## src/rtl/pid_chn_scheduler_pkg.sv

```systemverilog
// Shared definitions for the PID channel scheduler: FSM encoding and default sizes.
package pid_chn_scheduler_pkg;

  localparam int unsigned DefDataWidth  = 16;
  localparam int unsigned DefNumChn     = 4;
  localparam int unsigned DefTimeoutCyc = 256;

  typedef enum logic [1:0] {
    StIdle  = 2'd0,
    StIssue = 2'd1,
    StWaitU = 2'd2
  } state_e;

  function automatic int unsigned chn_width(input int unsigned num_chn);
    return (num_chn > 1) ? $clog2(num_chn) : 1;
  endfunction

endpackage

```

## src/rtl/pid_chn_scheduler_rr_arbiter.sv

```systemverilog
// Combinational round-robin arbiter: grants the first requester strictly after ptr_i.
module pid_chn_scheduler_rr_arbiter
  import pid_chn_scheduler_pkg::*;
#(
  parameter int unsigned NUM_CHN   = DefNumChn,
  parameter int unsigned CHN_WIDTH = chn_width(NUM_CHN)
) (
  input  logic [NUM_CHN-1:0]   req_i,
  input  logic [CHN_WIDTH-1:0] ptr_i,
  output logic [NUM_CHN-1:0]   gnt_o,
  output logic [CHN_WIDTH-1:0] gnt_idx_o,
  output logic                 gnt_valid_o
);

  int unsigned          idx;
  logic [CHN_WIDTH-1:0] idx_c;
  logic                 found;

  always_comb begin
    gnt_o     = '0;
    gnt_idx_o = '0;
    found     = 1'b0;
    idx       = 0;
    idx_c     = '0;
    // Offsets 1..NUM_CHN so the previous winner is considered last.
    for (int unsigned i = 1; i <= NUM_CHN; i++) begin
      idx = 32'(ptr_i) + i;
      if (idx >= NUM_CHN) begin
        idx = idx - NUM_CHN;
      end
      idx_c = CHN_WIDTH'(idx);
      if (!found && req_i[idx_c]) begin
        found        = 1'b1;
        gnt_o[idx_c] = 1'b1;
        gnt_idx_o    = idx_c;
      end
    end
  end

  assign gnt_valid_o = |req_i;

endmodule

```

## src/rtl/pid_chn_scheduler.sv

```systemverilog
// Time-shares one PID core between NUM_CHN channels: sample capture, reference
// registers, and a one-job-outstanding issue FSM with result timeout.
module pid_chn_scheduler
  import pid_chn_scheduler_pkg::*;
#(
  parameter int unsigned DATA_WIDTH  = DefDataWidth,
  parameter int unsigned NUM_CHN     = DefNumChn,
  parameter int unsigned CHN_WIDTH   = chn_width(NUM_CHN),
  parameter int unsigned TIMEOUT_CYC = DefTimeoutCyc
) (
  input  logic                          clk,
  input  logic                          rstn,
  input  logic [NUM_CHN-1:0]            rpm_valid_i,
  input  logic [NUM_CHN*DATA_WIDTH-1:0] rpm_data_i,
  input  logic                          ref_wr_i,
  input  logic [CHN_WIDTH-1:0]          ref_chn_i,
  input  logic [DATA_WIDTH-1:0]         ref_data_i,
  output logic                          data_valid_o,
  output logic [CHN_WIDTH-1:0]          data_chn_o,
  output logic [DATA_WIDTH-1:0]         data_fdb_o,
  output logic [DATA_WIDTH-1:0]         data_ref_o,
  input  logic                          tready_i,
  input  logic                          u_valid_i,
  input  logic [CHN_WIDTH-1:0]          u_chn_i,
  output logic                          busy_o,
  output logic [NUM_CHN-1:0]            overrun_o,
  output logic                          timeout_o
);

  localparam int unsigned TimerW = $clog2(TIMEOUT_CYC + 1);

  state_e                 state_q, state_d;
  logic                   valid_q, valid_d;
  logic [CHN_WIDTH-1:0]   chn_q, chn_d;
  logic [DATA_WIDTH-1:0]  fdb_q, fdb_d;
  logic [DATA_WIDTH-1:0]  ref_out_q, ref_out_d;
  logic [TimerW-1:0]      timer_q, timer_d;
  logic                   timeout_q, timeout_d;
  logic [CHN_WIDTH-1:0]   ptr_q, ptr_d;
  logic [NUM_CHN-1:0]     pending_q, pending_d;
  logic [NUM_CHN-1:0]     overrun_q, overrun_d;
  logic [DATA_WIDTH-1:0]  fdb_buf_q [NUM_CHN];
  logic [DATA_WIDTH-1:0]  ref_q [NUM_CHN];

  logic [NUM_CHN-1:0]     gnt_oh;
  logic [CHN_WIDTH-1:0]   gnt_idx;
  logic                   gnt_valid;
  logic [NUM_CHN-1:0]     grant_clr;

  pid_chn_scheduler_rr_arbiter #(
    .NUM_CHN   (NUM_CHN),
    .CHN_WIDTH (CHN_WIDTH)
  ) u_arb (
    .req_i       (pending_q),
    .ptr_i       (ptr_q),
    .gnt_o       (gnt_oh),
    .gnt_idx_o   (gnt_idx),
    .gnt_valid_o (gnt_valid)
  );

  always_comb begin
    state_d   = state_q;
    valid_d   = valid_q;
    chn_d     = chn_q;
    fdb_d     = fdb_q;
    ref_out_d = ref_out_q;
    timer_d   = timer_q;
    timeout_d = 1'b0;
    ptr_d     = ptr_q;
    grant_clr = '0;
    unique case (state_q)
      StIdle: begin
        if (gnt_valid) begin
          valid_d   = 1'b1;
          chn_d     = gnt_idx;
          fdb_d     = fdb_buf_q[gnt_idx];
          ref_out_d = ref_q[gnt_idx];
          ptr_d     = gnt_idx;
          grant_clr = gnt_oh;
          state_d   = StIssue;
        end
      end
      StIssue: begin
        if (tready_i) begin
          valid_d = 1'b0;
          timer_d = '0;
          state_d = StWaitU;
        end
      end
      StWaitU: begin
        timer_d = timer_q + TimerW'(1);
        if (u_valid_i && (u_chn_i == chn_q)) begin
          state_d = StIdle;
        end else if (timer_q == TimerW'(TIMEOUT_CYC - 1)) begin
          timeout_d = 1'b1;
          state_d   = StIdle;
        end
      end
      default: begin
        state_d = StIdle;
        valid_d = 1'b0;
      end
    endcase
    // A strobe landing on the grant edge re-arms pending; the old buffer is what issues.
    pending_d = (pending_q & ~grant_clr) | rpm_valid_i;
    overrun_d = overrun_q | (rpm_valid_i & pending_q & ~grant_clr);
  end

  always_ff @(posedge clk or negedge rstn) begin
    if (!rstn) begin
      state_q   <= StIdle;
      valid_q   <= 1'b0;
      chn_q     <= '0;
      fdb_q     <= '0;
      ref_out_q <= '0;
      timer_q   <= '0;
      timeout_q <= 1'b0;
      ptr_q     <= CHN_WIDTH'(NUM_CHN - 1);
      pending_q <= '0;
      overrun_q <= '0;
      for (int unsigned c = 0; c < NUM_CHN; c++) begin
        fdb_buf_q[c] <= '0;
        ref_q[c]     <= '0;
      end
    end else begin
      state_q   <= state_d;
      valid_q   <= valid_d;
      chn_q     <= chn_d;
      fdb_q     <= fdb_d;
      ref_out_q <= ref_out_d;
      timer_q   <= timer_d;
      timeout_q <= timeout_d;
      ptr_q     <= ptr_d;
      pending_q <= pending_d;
      overrun_q <= overrun_d;
      for (int unsigned c = 0; c < NUM_CHN; c++) begin
        if (rpm_valid_i[c]) begin
          fdb_buf_q[c] <= rpm_data_i[c*DATA_WIDTH +: DATA_WIDTH];
        end
        // Out-of-range channel indices match no entry and are dropped.
        if (ref_wr_i && (32'(ref_chn_i) == c)) begin
          ref_q[c] <= ref_data_i;
        end
      end
    end
  end

  assign data_valid_o = valid_q;
  assign data_chn_o   = chn_q;
  assign data_fdb_o   = fdb_q;
  assign data_ref_o   = ref_out_q;
  assign busy_o       = (state_q != StIdle);
  assign overrun_o    = overrun_q;
  assign timeout_o    = timeout_q;

endmodule
```

## config.mk

```make
export PLATFORM = sky130hd
export DESIGN_NAME = pid_chn_scheduler
export DESIGN_NICKNAME = d
export VERILOG_FILES = /design/src/rtl/pid_chn_scheduler_pkg.sv /design/src/rtl/pid_chn_scheduler_rr_arbiter.sv /design/src/rtl/pid_chn_scheduler.sv
export SDC_FILE = /design/constraint.sdc
export NUM_CORES = 1
export LEC_CHECK = 0
export ABC_AREA = 1
export BUFFER_PORTS_ARGS = -buffer_cell sky130_fd_sc_hd__buf_2
export CORE_UTILIZATION = 55
export CTS_BUF_LIST = sky130_fd_sc_hd__clkbuf_8
export CTS_CLUSTER_DIAMETER = 120
export DETAILED_ROUTE_END_ITERATION = 7
export PLACE_DENSITY = 0.78
export SLEW_MARGIN = 0
export SYNTH_ARGS = -nofsm -noshare
export SYNTH_HDL_FRONTEND = slang
export SYNTH_SLANG_ARGS = --single-unit
```

## constraint.sdc

```tcl
create_clock -name clk -period 3.6 [get_ports clk]
set_input_delay 0.18 -clock clk [delete_from_list [all_inputs] [get_ports clk]]
set_output_delay 0.18 -clock clk [all_outputs]
set_load 0.1 [all_outputs]
```

# Word-level counts from Yosys, hierarchy flattened
# Index checks and enable logic that the tools add are counted.
# op_classes
add_sub_neg,9
magnitude_cmp,13
n_eq_ne,10
muxes,52
bitwise_logic,11
reduce_logical,24
# ops
cell,count
16-bit binary-select mux with 2-bit select,2
16-bit two-way mux,4
2-bit two-way mux,12
4-bit two-way mux,6
4-bit bitwise OR,5
9-bit one-hot mux with 2 select lines,1
1-bit two-way mux,16
4-bit bitwise AND,3
3-bit >= comparator (second input constant),4
1-bit logical AND,12
2-bit by 3-bit less-than comparator with 1-bit output (second input constant),4
9-bit by 1-bit adder with 9-bit output (second input constant),1
9-bit by 8-bit == test with 1-bit output (second input constant),1
9-bit two-way mux,1
1-bit binary-select mux with 2-bit select,4
1-bit demux with 2-bit select,4
2-bit by 1-bit >= comparator with 1-bit output (second input constant),4
2-bit by 1-bit subtractor with 2-bit output (second input constant),4
2-bit by 2-bit adder with 3-bit output (second input constant),2
2-bit == test (second input constant),3
2-bit one-hot mux with 3 select lines,1
3-bit AND reduction,2
2-bit by 3-bit adder with 4-bit output (second input constant),1
2-bit by 1-bit == test with 1-bit output (second input constant),2
other kinds (14),20
# word_totals
regBits,185
in_bits,93
out_inout_bits,41
elab_cells,137

# Logic depth before layout (Yosys ltp)
# Gate-level depths: netlist of the first run.
# logic_depth
word_depth,20
mapped_depth,16
depth_no_buf,13

# Hierarchy
# Synthesis of the first run repeated with hierarchy kept, for this count alone.
# hier_totals
cells_unflattened,1161
area_unflattened_um2,8887.3
# modules_own_cells
module,instances,cells_each,area_each_um2,seq_area_each_um2
pid_chn_scheduler,1,1078,8325.5,4631.9
pid_chn_scheduler_rr_arbiter,1,83,561.8,0.0

# Worst setup path after synthesis of the first run
# OpenSTA, ideal clock, no wires.
# synth_timing
path_kind,register -> register
start,register ptr_q[0]
end,register fdb_q[10] (netlist: data_fdb_o[10])
setup_time_ns,0.126
t_arrival_ns,2.135
required_time_ns,3.474
path_slack_ns,1.340
stages_incl_launch_ff,17
path_buffers,3
synth_period_minus_slack_ns,2.260
path_cell_list,dfstp_2 buf_6 inv_6 ha_1 inv_1 nand3_2 nand2_4 nor2_4 nand2_1 nand3_2 nand2_1 buf_6 buf_4 nand2_1 nand2_1 nand2_1 nand3_1
# synth_via
elab_chain_len,19
word_cells_on_any_way,41
cone_classes,8 x add/sub; 4 x order compare; 22 x mux; 1 x bitwise; 6 x reduce/logical
# synth_rtl
item,line,source
start: declaration,pid_chn_scheduler.sv:39,"logic [CHN_WIDTH-1:0] ptr_q, ptr_d;"
start signal: assignment,pid_chn_scheduler.sv:118,ptr_q <= CHN_WIDTH'(NUM_CHN - 1);
start signal: assignment,pid_chn_scheduler.sv:133,ptr_q <= ptr_d;
2-bit by 1-bit adder with 3-bit output,pid_chn_scheduler_rr_arbiter.sv:27,idx = 32'(ptr_i) + i;
3-bit >= comparator or 2-bit by 1-bit subtractor with 2-bit output (tied branches),"pid_chn_scheduler_rr_arbiter.sv:28, pid_chn_scheduler_rr_arbiter.sv:29",
2-bit two-way mux,pid_chn_scheduler_rr_arbiter.sv:28,if (idx >= NUM_CHN) begin
1-bit binary-select mux with 2-bit select,pid_chn_scheduler_rr_arbiter.sv:32,if (!found && req_i[idx_c]) begin
1-bit two-way mux (implied by the code),pid_chn_scheduler_rr_arbiter.sv:32,
1-bit two-way mux,pid_chn_scheduler_rr_arbiter.sv:32,
1-bit logical NOT,pid_chn_scheduler_rr_arbiter.sv:32,
1-bit logical AND,pid_chn_scheduler_rr_arbiter.sv:32,
[2 not listed],n/a,
1-bit logical AND,pid_chn_scheduler_rr_arbiter.sv:32,
1-bit two-way mux,pid_chn_scheduler_rr_arbiter.sv:32,
1-bit logical NOT,pid_chn_scheduler_rr_arbiter.sv:32,
1-bit logical AND,pid_chn_scheduler_rr_arbiter.sv:32,
2-bit two-way mux *,pid_chn_scheduler_rr_arbiter.sv:32,
2-bit inverter with 3-bit output (implied by the code) *,pid_chn_scheduler.sv:76,fdb_d = fdb_buf_q[gnt_idx];
16-bit binary-select mux with 2-bit select *,pid_chn_scheduler.sv:76,
16-bit two-way mux (implied by the code) * (2 in series),pid_chn_scheduler.sv:76,
end signal: assignment,pid_chn_scheduler.sv:114,fdb_q <= '0;
end signal: assignment,pid_chn_scheduler.sv:129,fdb_q <= fdb_d;
end: declaration,pid_chn_scheduler.sv:35,"logic [DATA_WIDTH-1:0] fdb_q, fdb_d;"
# Every way passes the cells marked *; elsewhere a longest branch is shown, timed or not. The select of a mux whose other input is x is not followed.
# A chain may end at the register's enable or synchronous reset.

# Worst setup path in the final report of the first run
# layout_timing
start,register ptr_q[1]
end,register fdb_q[7] (netlist: data_fdb_o[7])
# The elaborated chain is that of the path after synthesis.

==> results of run 1 <==
-- critical path: cells and delay by family, from the launching register on --
| kind | cells | cell delay, ps |
|---|---|---|
| adder cells (fa/ha/maj) | 1 | 370 |
| flip-flops | 1 | 620 |
| buffers and inverters | 3 | 860 |
| AND/OR/NAND/NOR | 9 | 1030 |
-- sequential cells by signal, summed over array words and instances, names as in the netlist --
name          flops
data_chn_o        2
data_fdb_o       16
data_ref_o       16
data_valid_o      1
fdb_buf_q        64
overrun_o         4
pending_q         4
ptr_q             2
ref_q            64
state_q           2
timeout_o         1
timer_q           9
-- what timing repair did --
item                                    4_1_cts  5_1_grt
setup buffers                                 0        0
hold buffers                                 66        0
endpoints found under the setup margin        0        0
endpoints found under the hold margin       155        0
-- power groups by stage --
| stage | sequential (mW) | combinational (mW) | clock [mW] |
|---|---|---|---|
| finish | 2.83 | 4.96 | 1.46 |
| global route | 2.87 | 5.38 | 1.57 |
| CTS | 2.82 | 4.92 | 1.47 |
| detailed placement | 2.85 | 4.86 | 0 |
| global placement | 2.85 | 4.78 | 0 |
| floorplan | 3.93 | 2.81 | 0 |
-- layer usage --
metal  track usage (%)  up-vias  routed length, microns
li1                  -     3781                       -
met4              10.9        0                     616
met3              5.19       53                    1440
met1              41.1     3727                    9900
met5                 0        -                       0
met2              46.1      343                   10500
-- placed cells by master (no fill, tap or decap), drive strengths merged, types with 3 or more instances in the layout --
cell / Yosys / layout
nand2: 548 / 548
dfrtp: 183 / 183
buf: 28 / 140
nand3: 129 / 129
o21ai: 73 / 73
dlygate4sd3: 0 / 66
inv: 46 / 48
clkbuf: 27 / 22
nor2: 16 / 16
clkinv: 5 / 12
ha: 10 / 10
a21oi: 5 / 5
a22oi: 4 / 4
o22ai: 4 / 4
nand4: 3 / 3
-- layout make-up --
type	count	share of cell area [%]
clock inverters	11	1.32
flip-flops and latches	185	44.6
well taps	188	2.26
clock buffers	21	2.78
repair buffers	207	13.8
inverters	51	1.89
multi-input cells	798	33.4
-- logic make-up after synthesis --
kind of cell,Yosys count,synth area share (%)
buffers and inverters,106,5.64
AO/OA/AOI/OAI,87,5.27
XOR/XNOR,2,0.204
adder cells (fa/ha/maj),10,1.46
flip-flops,185,53.9
AND/OR/NAND/NOR,699,33.5
-- worst paths after layout --
kind | from | endpoint | slack [ps] | cells after the start
hold reg to reg | overrun_o[3]$_DFF_PN0_ | overrun_o[3]$_DFF_PN0_ | 460 | 2
hold / removal | ref_data_i[13] | ref_q[61]$_DFFE_PN0P_ | 20 | 3
min in group asynchronous | rstn | timer_q[5]$_DFFE_PN0P_ | 340 | 2
setup / recovery | ptr_q[1]$_DFFE_PN1P_ | data_fdb_o[7]$_DFFE_PN0P_ | 640 | 13
max in group asynchronous | rstn | fdb_buf_q[59]$_DFFE_PN0P_ | 2400 | 3
setup reg to reg | ptr_q[1]$_DFFE_PN1P_ | data_fdb_o[7]$_DFFE_PN0P_ | 640 | 13
-- stage by stage --
step	instances	area, sq um	utilization [%]	hold slack, ps	setup WS, ps
6_report	1461	10400	68.4	19.9	640
5_1_grt	1461	10400	68.4	2.68	521
4_1_cts	1461	10400	68.4	10.0	770
3_5_place_dp	1363	9310	61.2	306	792
3_3_place_gp	1363	9310	61.2	308	837
2_1_floorplan	1089	8590	-	-116	1340
==> flow_summary_export.csv, run 1 <==
group,metric,value,unit
status,status,"finished clean",
routing,dr.pass1.iters,5,
power_and_ir_drop,p_clk_share,15.8,%
clocking,cts_resized,0,
power_and_ir_drop,power_density,890,mW/mm^2
power_and_ir_drop,ir_drop,0.829,mV
placed_design,gp_congestion,0.865,
floorplanning,dieWidth,127,microns
yosys,ys_warn_count,0,
grt,antenna_found_initial,0,
routing,wire_per_inst,15.4,microns
floorplanning,start_util,56.5,%
timing,skew,14.6,ps
grt,first_global_vias,7514,
clocking,path_clk_slew,100,ps
power_and_ir_drop,p_seq_share,30.6,%
grt,grt_max_degree,95,
timing,final-setup-viol-count,0,
floorplanning,core_area,0.0152,sq mm
power_and_ir_drop,p_switching,4.81,mW
clocking,numCtsBuffers,17,
clocking,cts_buffer_depth,2,
clocking,cts_sinks,185,
floorplanning,die_y,127,microns
floorplanning,io_pins,134,
clocking,ctsRootBufferMaster,"clkbuf_8",
yosys,synth-seq-cells,185,
yosys,yosysUniqueCellTypes,32,
cells_and_area,multi_input_area,0.00347,sq mm
yosys,synthCells,1089,
yosys,yosysTopAreaCell,"dfrtp_1",
routing,ant_nets,0,
setup_path,slowest_delay,620,ps
setup_path,worst_setup_path_start_kind,"register",
setup_path,worstPathRequired,4010,ps
timing,min_period_over_period,82.2,%
grt,grt_pass1_wl,37000,microns
yosys,synth.most_common_cell,"nand2_1",
yosys,synth_area_per_cell,7.89,sq um
routing,routed_wl,22500,microns
yosys,synth_ff_type,"dfrtp_1",
power_and_ir_drop,power_frac_comb,53.6,%
yosys,syn-num-nets,1192,
timing,fin_crit,2960,ps
timing,grt_setup_unrepaired,"no",
yosys,synth_top_area_share,53.3,%
clocking,cts_tree,"yes",
setup_path,crit_arrival,3370,ps
clocking,htree_levels,4,
timing,maxSlewHeadroom,19.1,%
flow_run,cap_viol_max_count,0,
clocking,clock_latency,460,ps
yosys,ys_top_cells_by_count,"541 x nand2_1, 183 x dfrtp_1, 125 x nand3_1",
placed_design,io_buffers,133,
power_and_ir_drop,swShare,52.0,%
grt,grt_usage,29.4,%
cells_and_area,final_nets,1363,
grt,grt-ovfl-total,0,
routing,drt_iter0_drc,752,
cells_and_area,fill_cells,1217,
routing,drc_errors,0,
setup_path,cp_max_fo,64,
timing,final.setup.tns,0,ps
floorplanning,dieArea,0.0161,sq mm
placed_design,hpwl,13400,microns
worst_hold_path,hold_path.class,"in -> reg",
routing,vias,7904,
setup_path,endpoint_kind,"register",
timing,worst_slew_pin_slew,1210,ps
timing,drv_slew,0,
power_and_ir_drop,intPower,4.44,mW
setup_path,cpMostUsedCell,"nand2_1",
routing,vias_per_cell,5.41,
floorplanning,fp-row-count,45,
cells_and_area,antenna_cells,0,
yosys,synth.yosys.seq_area_share,53.9,%
timing,max_freq,338,MHz
yosys,syn_area,0.00859,sq mm
setup_path,slowest_stage,"dfstp_2",
yosys,yosys-top-cells-area,"dfrtp_1 53%, nand2_1 24%, nand3_1 7.3%",
yosys,synth-async-reset-ratio,100,%
setup_path,worstPathCellList,"inv_1 -> ha_1 -> inv_1 -> nand3_2 -> nand2_4 -> nor2_4 -> nand2_1 -> nand3_2 -> buf_4 -> nand3_1 -> nand2_1 -> nand2_1 -> nand3_1",
cells_and_area,syn2layout_area_growth,21.1,%
power_and_ir_drop,power,9.25,mW
setup_path,worstSetupPathType,"reg -> reg",
power_and_ir_drop,leakagePower,5.65,nW
cells_and_area,seq_area,0.00463,sq mm
yosys,synth_edf_count,0,
timing,hold_violations,0,
cells_and_area,drive_above_1_share,15.4,%
Note: power is estimated with default switching activity, not from simulation.
==> run 2: changes to the inputs <==
Settings changed: ABC_AREA 1 to 0.
Clock period 3.6 ns to 3.1 ns, I/O delays scaled along.
==> flow_summary_export.csv, run 2 <==
group,metric,value,unit
status,status,"complete, but fails checks",
status,violations,"DRC",
setup_path,crit_start,"ptr_q[0]$_DFFE_PN1P_",
floorplanning,core_area,0.0147,sq mm
yosys,synth.yosys.seq_area_share,55.3,%
cells_and_area,fin_util,71.0,%
yosys,synth_area_per_cell,13.0,sq um
setup_path,reg2reg_from,"ptr_q[0]$_DFFE_PN1P_",
grt,antenna_found_initial,0,
clocking,htree_levels,4,
clocking,cts_tree,"yes",
timing,final.setup.tns,0,ps
routing,dr.pass1.iters,7,
grt,grt_max_degree,77,
power_and_ir_drop,power_density,1010,mW/mm^2
routing,drt_iter0_drc,418,
clocking,clock_latency,470,ps
clocking,ctsRootBufferMaster,"clkbuf_8",
worst_hold_path,hold_path_startpoint,"tready_i",
setup_path,crit_arrival,3200,ps
yosys,yosysTopAreaCell,"dfrtp_1",
cells_and_area,finalNonFillerCells,1044,
grt,grt_pass1_wl,32700,microns
yosys,syn-num-nets,747,
yosys,syn_area,0.00838,sq mm
clocking,cts_buffer_depth,2,
grt,gr-max-usage-layer,"met2",
routing,wire_per_inst,19.3,microns
setup_path,cp_top_family,"flip-flops",
clocking,path_clk_slew,90,ps
cells_and_area,fill_cells,1007,
cells_and_area,multi_input_area,0.00349,sq mm
setup_path,slowest_stage,"dfstp_2",
yosys,synth_ff_type,"dfrtp_1",
routing,vias,6164,
flow_run,cap_viol_max_count,0,
setup_path,worstPathCellList,"inv_1 -> ha_2 -> mux2i_1 -> a31oi_1 -> o21ai_0 -> nand2_4 -> buf_12 -> mux2i_1 -> o221ai_1",
floorplanning,fp-row-count,44,
yosys,synth_edf_count,0,
yosys,ys_top_cells_by_count,"183 x dfrtp_1, 128 x mux2_2, 68 x mux2i_1",
routing,drc_errors,5,
worst_hold_path,hold_path.class,"in -> reg",
floorplanning,dieArea,0.0157,sq mm
routing,vias_per_cell,5.90,
yosys,yosysUniqueCellTypes,50,
power_and_ir_drop,leakagePower,4.76,nW
yosys,yosys-top-cells-area,"dfrtp_1 55%, mux2_2 17%, mux2i_1 8.1%",
timing,max_freq,348,MHz
grt,gr-usage-met1,33.0,%
yosys,synthCells,644,
timing,drv_slew,0,
timing,hold_violations,0,
grt,first_global_vias,6542,
placed_design,dpl.cell_count,932,
power_and_ir_drop,power,10.5,mW
floorplanning,start_util,57.0,%
cells_and_area,final_common_cell,"dfrtp_1",
grt,grt_use_met3,6.16,%
placed_design,hpwl,12700,microns
setup_path,cp_max_fo,28,
routing,routed_wl,20100,microns
yosys,synth_top_area_share,54.7,%
cells_and_area,reg_top3,"fdb_buf_q (64), ref_q (64)",
timing,final-setup-viol-count,0,
clocking,numCtsBuffers,17,
cells_and_area,final_nets,951,
cells_and_area,mostFrequentLayoutCells,"183 x dfrtp_1, 132 x buf_2, 128 x mux2_2",
grt,use_met2,45.6,%
floorplanning,dieWidth,125,microns
yosys,synth-async-reset-ratio,100,%
timing,min_period_over_period,92.7,%
placed_design,io_buffers,133,
power_and_ir_drop,ir_drop,0.727,mV
setup_path,cpMostUsedCell,"mux2i_1",
clocking,cts_sinks,185,
yosys,ys_warn_count,0,
timing,skew,22.3,ps
yosys,synth.most_common_cell,"dfrtp_1",
clocking,post-cts-setup-buffers,0,
setup_path,worstPathRequired,3430,ps
yosys,synth-seq-cells,185,
cells_and_area,drive_above_1_share,36.5,%
setup_path,slowest_delay,550,ps
cells_and_area,seq_area,0.00463,sq mm
setup_path,worst_setup_path_start_kind,"register",
floorplanning,io_pins,134,
timing,fin_crit,2870,ps
floorplanning,die_y,125,microns
setup_path,path_buf_inv,2,
placed_design,gp_congestion,0.824,
timing,maxSlewHeadroom,34.4,%
timing,grt_setup_unrepaired,"no",
timing,worst_slew_pin_slew,981,ps
grt,grt_usage,27.1,%
setup_path,worstSetupPathType,"reg -> reg",
cells_and_area,antenna_cells,0,
routing,ant_nets,0,
cells_and_area,syn2layout_area_growth,24.6,%
grt,grt-ovfl-total,0,
setup_path,endpoint_kind,"register",
## run 2: cell count changes after synthesis, moves of 31 or more
cell | previous run | this run
inv_1 | 42 | 10
mux2_2 | 0 | 128
mux2i_1 | 0 | 68
nand2_1 | 541 | 53
nand3_1 | 125 | 3
o21ai_0 | 72 | 25
o221ai_1 | 0 | 31
## run 2: final cells by class
class | count | share of cell area [%]
sequential | 185 | 44.4
multi-input combinational | 408 | 33.5
timing repair buffer | 226 | 15.6
clock buffer | 19 | 2.51
tap | 184 | 2.21
clock inverter | 12 | 1.52
inverter | 10 | 0.360
## run 2: final timing paths
kind	end	slack, ps	cells past startpoint
worst max-delay path	data_fdb_o[10]$_DFFE_PN0P_	230	9
worst min-delay path	data_valid_o$_DFFE_PN0P_	40	3
worst max register to register	data_fdb_o[10]$_DFFE_PN0P_	230	9
worst min register to register	overrun_o[3]$_DFF_PN0_	480	1
max in group asynchronous	data_fdb_o[10]$_DFFE_PN0P_	1830	3
min in group asynchronous	ref_q[39]$_DFFE_PN0P_	220	2
## run 2: what timing repair did
item | 4_1_cts | 5_1_grt
hold buffers | 81 | 0
endpoints found under the setup margin | 0 | 21
hold endpoints to repair | 190 | 0
resized for setup | 0 | 1
## run 2: cells by family (layout without fill, tap and decap cells)
group | after synthesis | count (layout) | share of synthesized area (%)
AOI/OAI and AO/OA | 94 | 94 | 8.05
xor gates and xnor gates | 2 | 2 | 0.209
adders and majority gates | 10 | 10 | 1.49
buffers and inverters | 51 | 267 | 3.20
DFF | 185 | 185 | 55.3
muxes | 198 | 198 | 25.9
and+or+nand+nor | 104 | 104 | 5.87
## run 2: metal layers
layer	wire [microns]	vias to the layer above
met5	0	-
met1	8340	3144
met2	10300	208
met3	924	54
li1	-	2758
met4	586	0
## run 2: power by group
part | leakage [nW] | internal (mW) | switching, mW
registers | 2.19 | 2.96 | 0.403
logic | 2.35 | 1.75 | 3.65
clock network | 0.216 | 0.848 | 0.878
## run 2: per-stage QoR
step | setup WS, ps | hold slack [ps] | area (sq um)
6_report | 227 | 36.9 | 10400
5_1_grt | 60.3 | 14.5 | 10400
4_1_cts | 165 | 3.56 | 10400
3_5_place_dp | 214 | 172 | 9200
3_3_place_gp | 365 | 168 | 9200
2_1_floorplan | 133 | -141 | 8380
## run 2: worst reg2reg max path, cell delays in order, from the launching register on
cell and delay [ps]:
dfstp_2 550, inv_1 120, ha_2 500, mux2i_1 160
a31oi_1 220, o21ai_0 170, nand2_4 310, buf_12 290
mux2i_1 270, o221ai_1 150
==> run 3: changes to the inputs <==
Settings changed: CORE_UTILIZATION 55 to 53.
Clock period 3.1 ns to 2.3 ns, I/O delays scaled along.
==> flow_summary_export.csv, run 3 (same netlist as run 2, synthesis figures left out) <==
group,metric,value,unit
timing,maxSlewHeadroom,54.0,%
routing,wire_per_inst,19.8,microns
grt,grt_usage,28.3,%
power_and_ir_drop,power_density,1450,mW/mm^2
setup_path,cp_max_fo,12,
floorplanning,dieWidth,128,microns
power_and_ir_drop,ir_drop,1.27,mV
clocking,htree_levels,4,
setup_path,r2r_slack,-280,ps
floorplanning,die_y,128,microns
cells_and_area,mostFrequentLayoutCells,"183 x dfrtp_1, 132 x buf_2, 128 x mux2_2",
cells_and_area,stdcell_area,0.0113,sq mm
worst_hold_path,hold_path.class,"in -> reg",
timing,grt_setup_unrepaired,"yes",
setup_path,crit_path_end,"data_ref_o[0]$_DFFE_PN0P_",
floorplanning,io_pins,134,
routing,drt_iter0_drc,486,
clocking,numCtsBuffers,17,
status,status,"complete, but fails checks",
timing,setup_slack,-277,ps
power_and_ir_drop,leakagePower,5.01,nW
timing,fin_crit,2580,ps
clocking,cts_sinks,185,
setup_path,worst_setup_path_start_kind,"register",
floorplanning,dieArea,0.0163,sq mm
timing,hold_violations,0,
grt,grt_max_degree,71,
placed_design,placed_area,0.00961,sq mm
status,violations,"setup timing",
flow_run,cap_viol_max_count,0,
placed_design,io_buffers,133,
placed_design,gp_congestion,0.835,
grt,antenna_found_initial,1,
cells_and_area,reg_top3,"fdb_buf_q (64), ref_q (64)",
routing,routed_wl,21800,microns
grt,grt_pass1_wl,34900,microns
routing,vias,6335,
timing,worst_slew_pin_slew,687,ps
routing,ant_nets,0,
setup_path,reg2reg_from,"ptr_q[0]$_DFFE_PN1P_",
grt,first_global_vias,6760,
cells_and_area,drive_above_1_share,45.5,%
routing,dr.pass1.iters,4,
cells_and_area,final_nets,983,
cells_and_area,fill_cells,998,
cells_and_area,final_common_cell,"dfrtp_1",
placed_design,hpwl,12900,microns
power_and_ir_drop,power,16.4,mW
floorplanning,start_util,54.7,%
clocking,cts_tree,"yes",
grt,grt-ovfl-total,0,
timing,max_freq,388,MHz
setup_path,endpoint_kind,"register",
routing,drc_errors,0,
timing,min_period_over_period,112,%
setup_path,worst-r2r-cell-count,10,
clocking,ctsRootBufferMaster,"clkbuf_8",
clocking,path_clk_slew,90,ps
setup_path,worstPathRequired,2680,ps
timing,drv_slew,0,
clocking,cts_buffer_depth,2,
clocking,clock_latency,460,ps
floorplanning,fp-row-count,45,
cells_and_area,syn2layout_area_growth,34.7,%
timing,skew,10.4,ps
routing,vias_per_cell,5.74,
setup_path,crit_arrival,2960,ps
timing,final-setup-viol-count,43,
floorplanning,core_area,0.0153,sq mm
setup_path,r2r_end,"data_ref_o[0]$_DFFE_PN0P_",
setup_path,worstSetupPathType,"reg -> reg",
setup_path,crit_start,"ptr_q[0]$_DFFE_PN1P_",
## run 3: final cells by class
class | instances | area, sq um | share of cell area, %
clock buffers | 21 | 289 | 2.56
multi-input cells | 408 | 3880 | 34.4
well taps | 211 | 264 | 2.34
clock inverters | 10 | 141 | 1.25
inverters | 10 | 41.3 | 0.366
flip-flops and latches | 185 | 4630 | 41.1
diodes | 1 | 2.50 | 0.0222
repair buffers | 258 | 2030 | 18.0
## run 3: how the worst min path moves through the flow
stage | start | to | slack (ps) | depth (start not counted)
after floorplan | rstn | data_chn_o[0]$_DFFE_PN0P_ | -180 | 0
after global placement | rstn | fdb_buf_q[19]$_DFFE_PN0P_ | 110 | 1
after detailed placement | rstn | fdb_buf_q[20]$_DFFE_PN0P_ | 120 | 1
after CTS | rpm_valid_i[3] | pending_q[3]$_DFF_PN0_ | 120 | 3
after global routing | rpm_valid_i[3] | pending_q[3]$_DFF_PN0_ | 130 | 3
final | u_chn_i[1] | timeout_o$_DFF_PN0_ | 140 | 4
## run 3: through the flow
| step | hold WS [ps] | setup slack (ps) | utilization (%) | cells | setup TNS [ps] |
|---|---|---|---|---|---|
| 2_1_floorplan | -181 | -451 | - | 644 | -12820 |
| 3_3_place_gp | 113 | -26.0 | 62.8 | 977 | -216 |
| 3_5_place_dp | 123 | -167 | 62.8 | 977 | -3920 |
| 4_1_cts | 119 | -142 | 72.6 | 1100 | -3800 |
| 5_1_grt | 131 | -375 | 73.7 | 1104 | -13230 |
| 6_report | 143 | -277 | 73.7 | 1104 | -8860 |
## run 3: where the power goes
group | total (mW) | switching (mW) | internal, mW
Clock | 2.34 | 1.15 | 1.19
Sequential | 4.52 | 0.530 | 3.99
Combinational | 9.53 | 5.86 | 3.67
Total | 16.4 | 7.55 | 8.86
## run 3: what timing repair did
item                                    4_1_cts  5_1_grt
setup buffers                                 5        2
hold endpoints to repair                    188        0
pin swaps                                    12       33
resized for setup                            23       25
hold buffers                                 84        0
cloned                                        3        1
endpoints found under the setup margin       40       45
## run 3: critical path, stage by stage (launching register included)
cell	delay, ps
dfstp_2	570
clkinvlp_4	120
ha_4	350
nand2_1	110
o22ai_1	230
a31oi_1	140
o32ai_2	300
buf_4	190
nand2_8	100
buf_16	230
o221ai_2	170
## run 3: metal layers
metal	GRT usage [%]	share of wire, %
met5	0	0
met4	12.6	2.4
met3	5.72	4.7
met2	48.6	52
met1	34.6	41
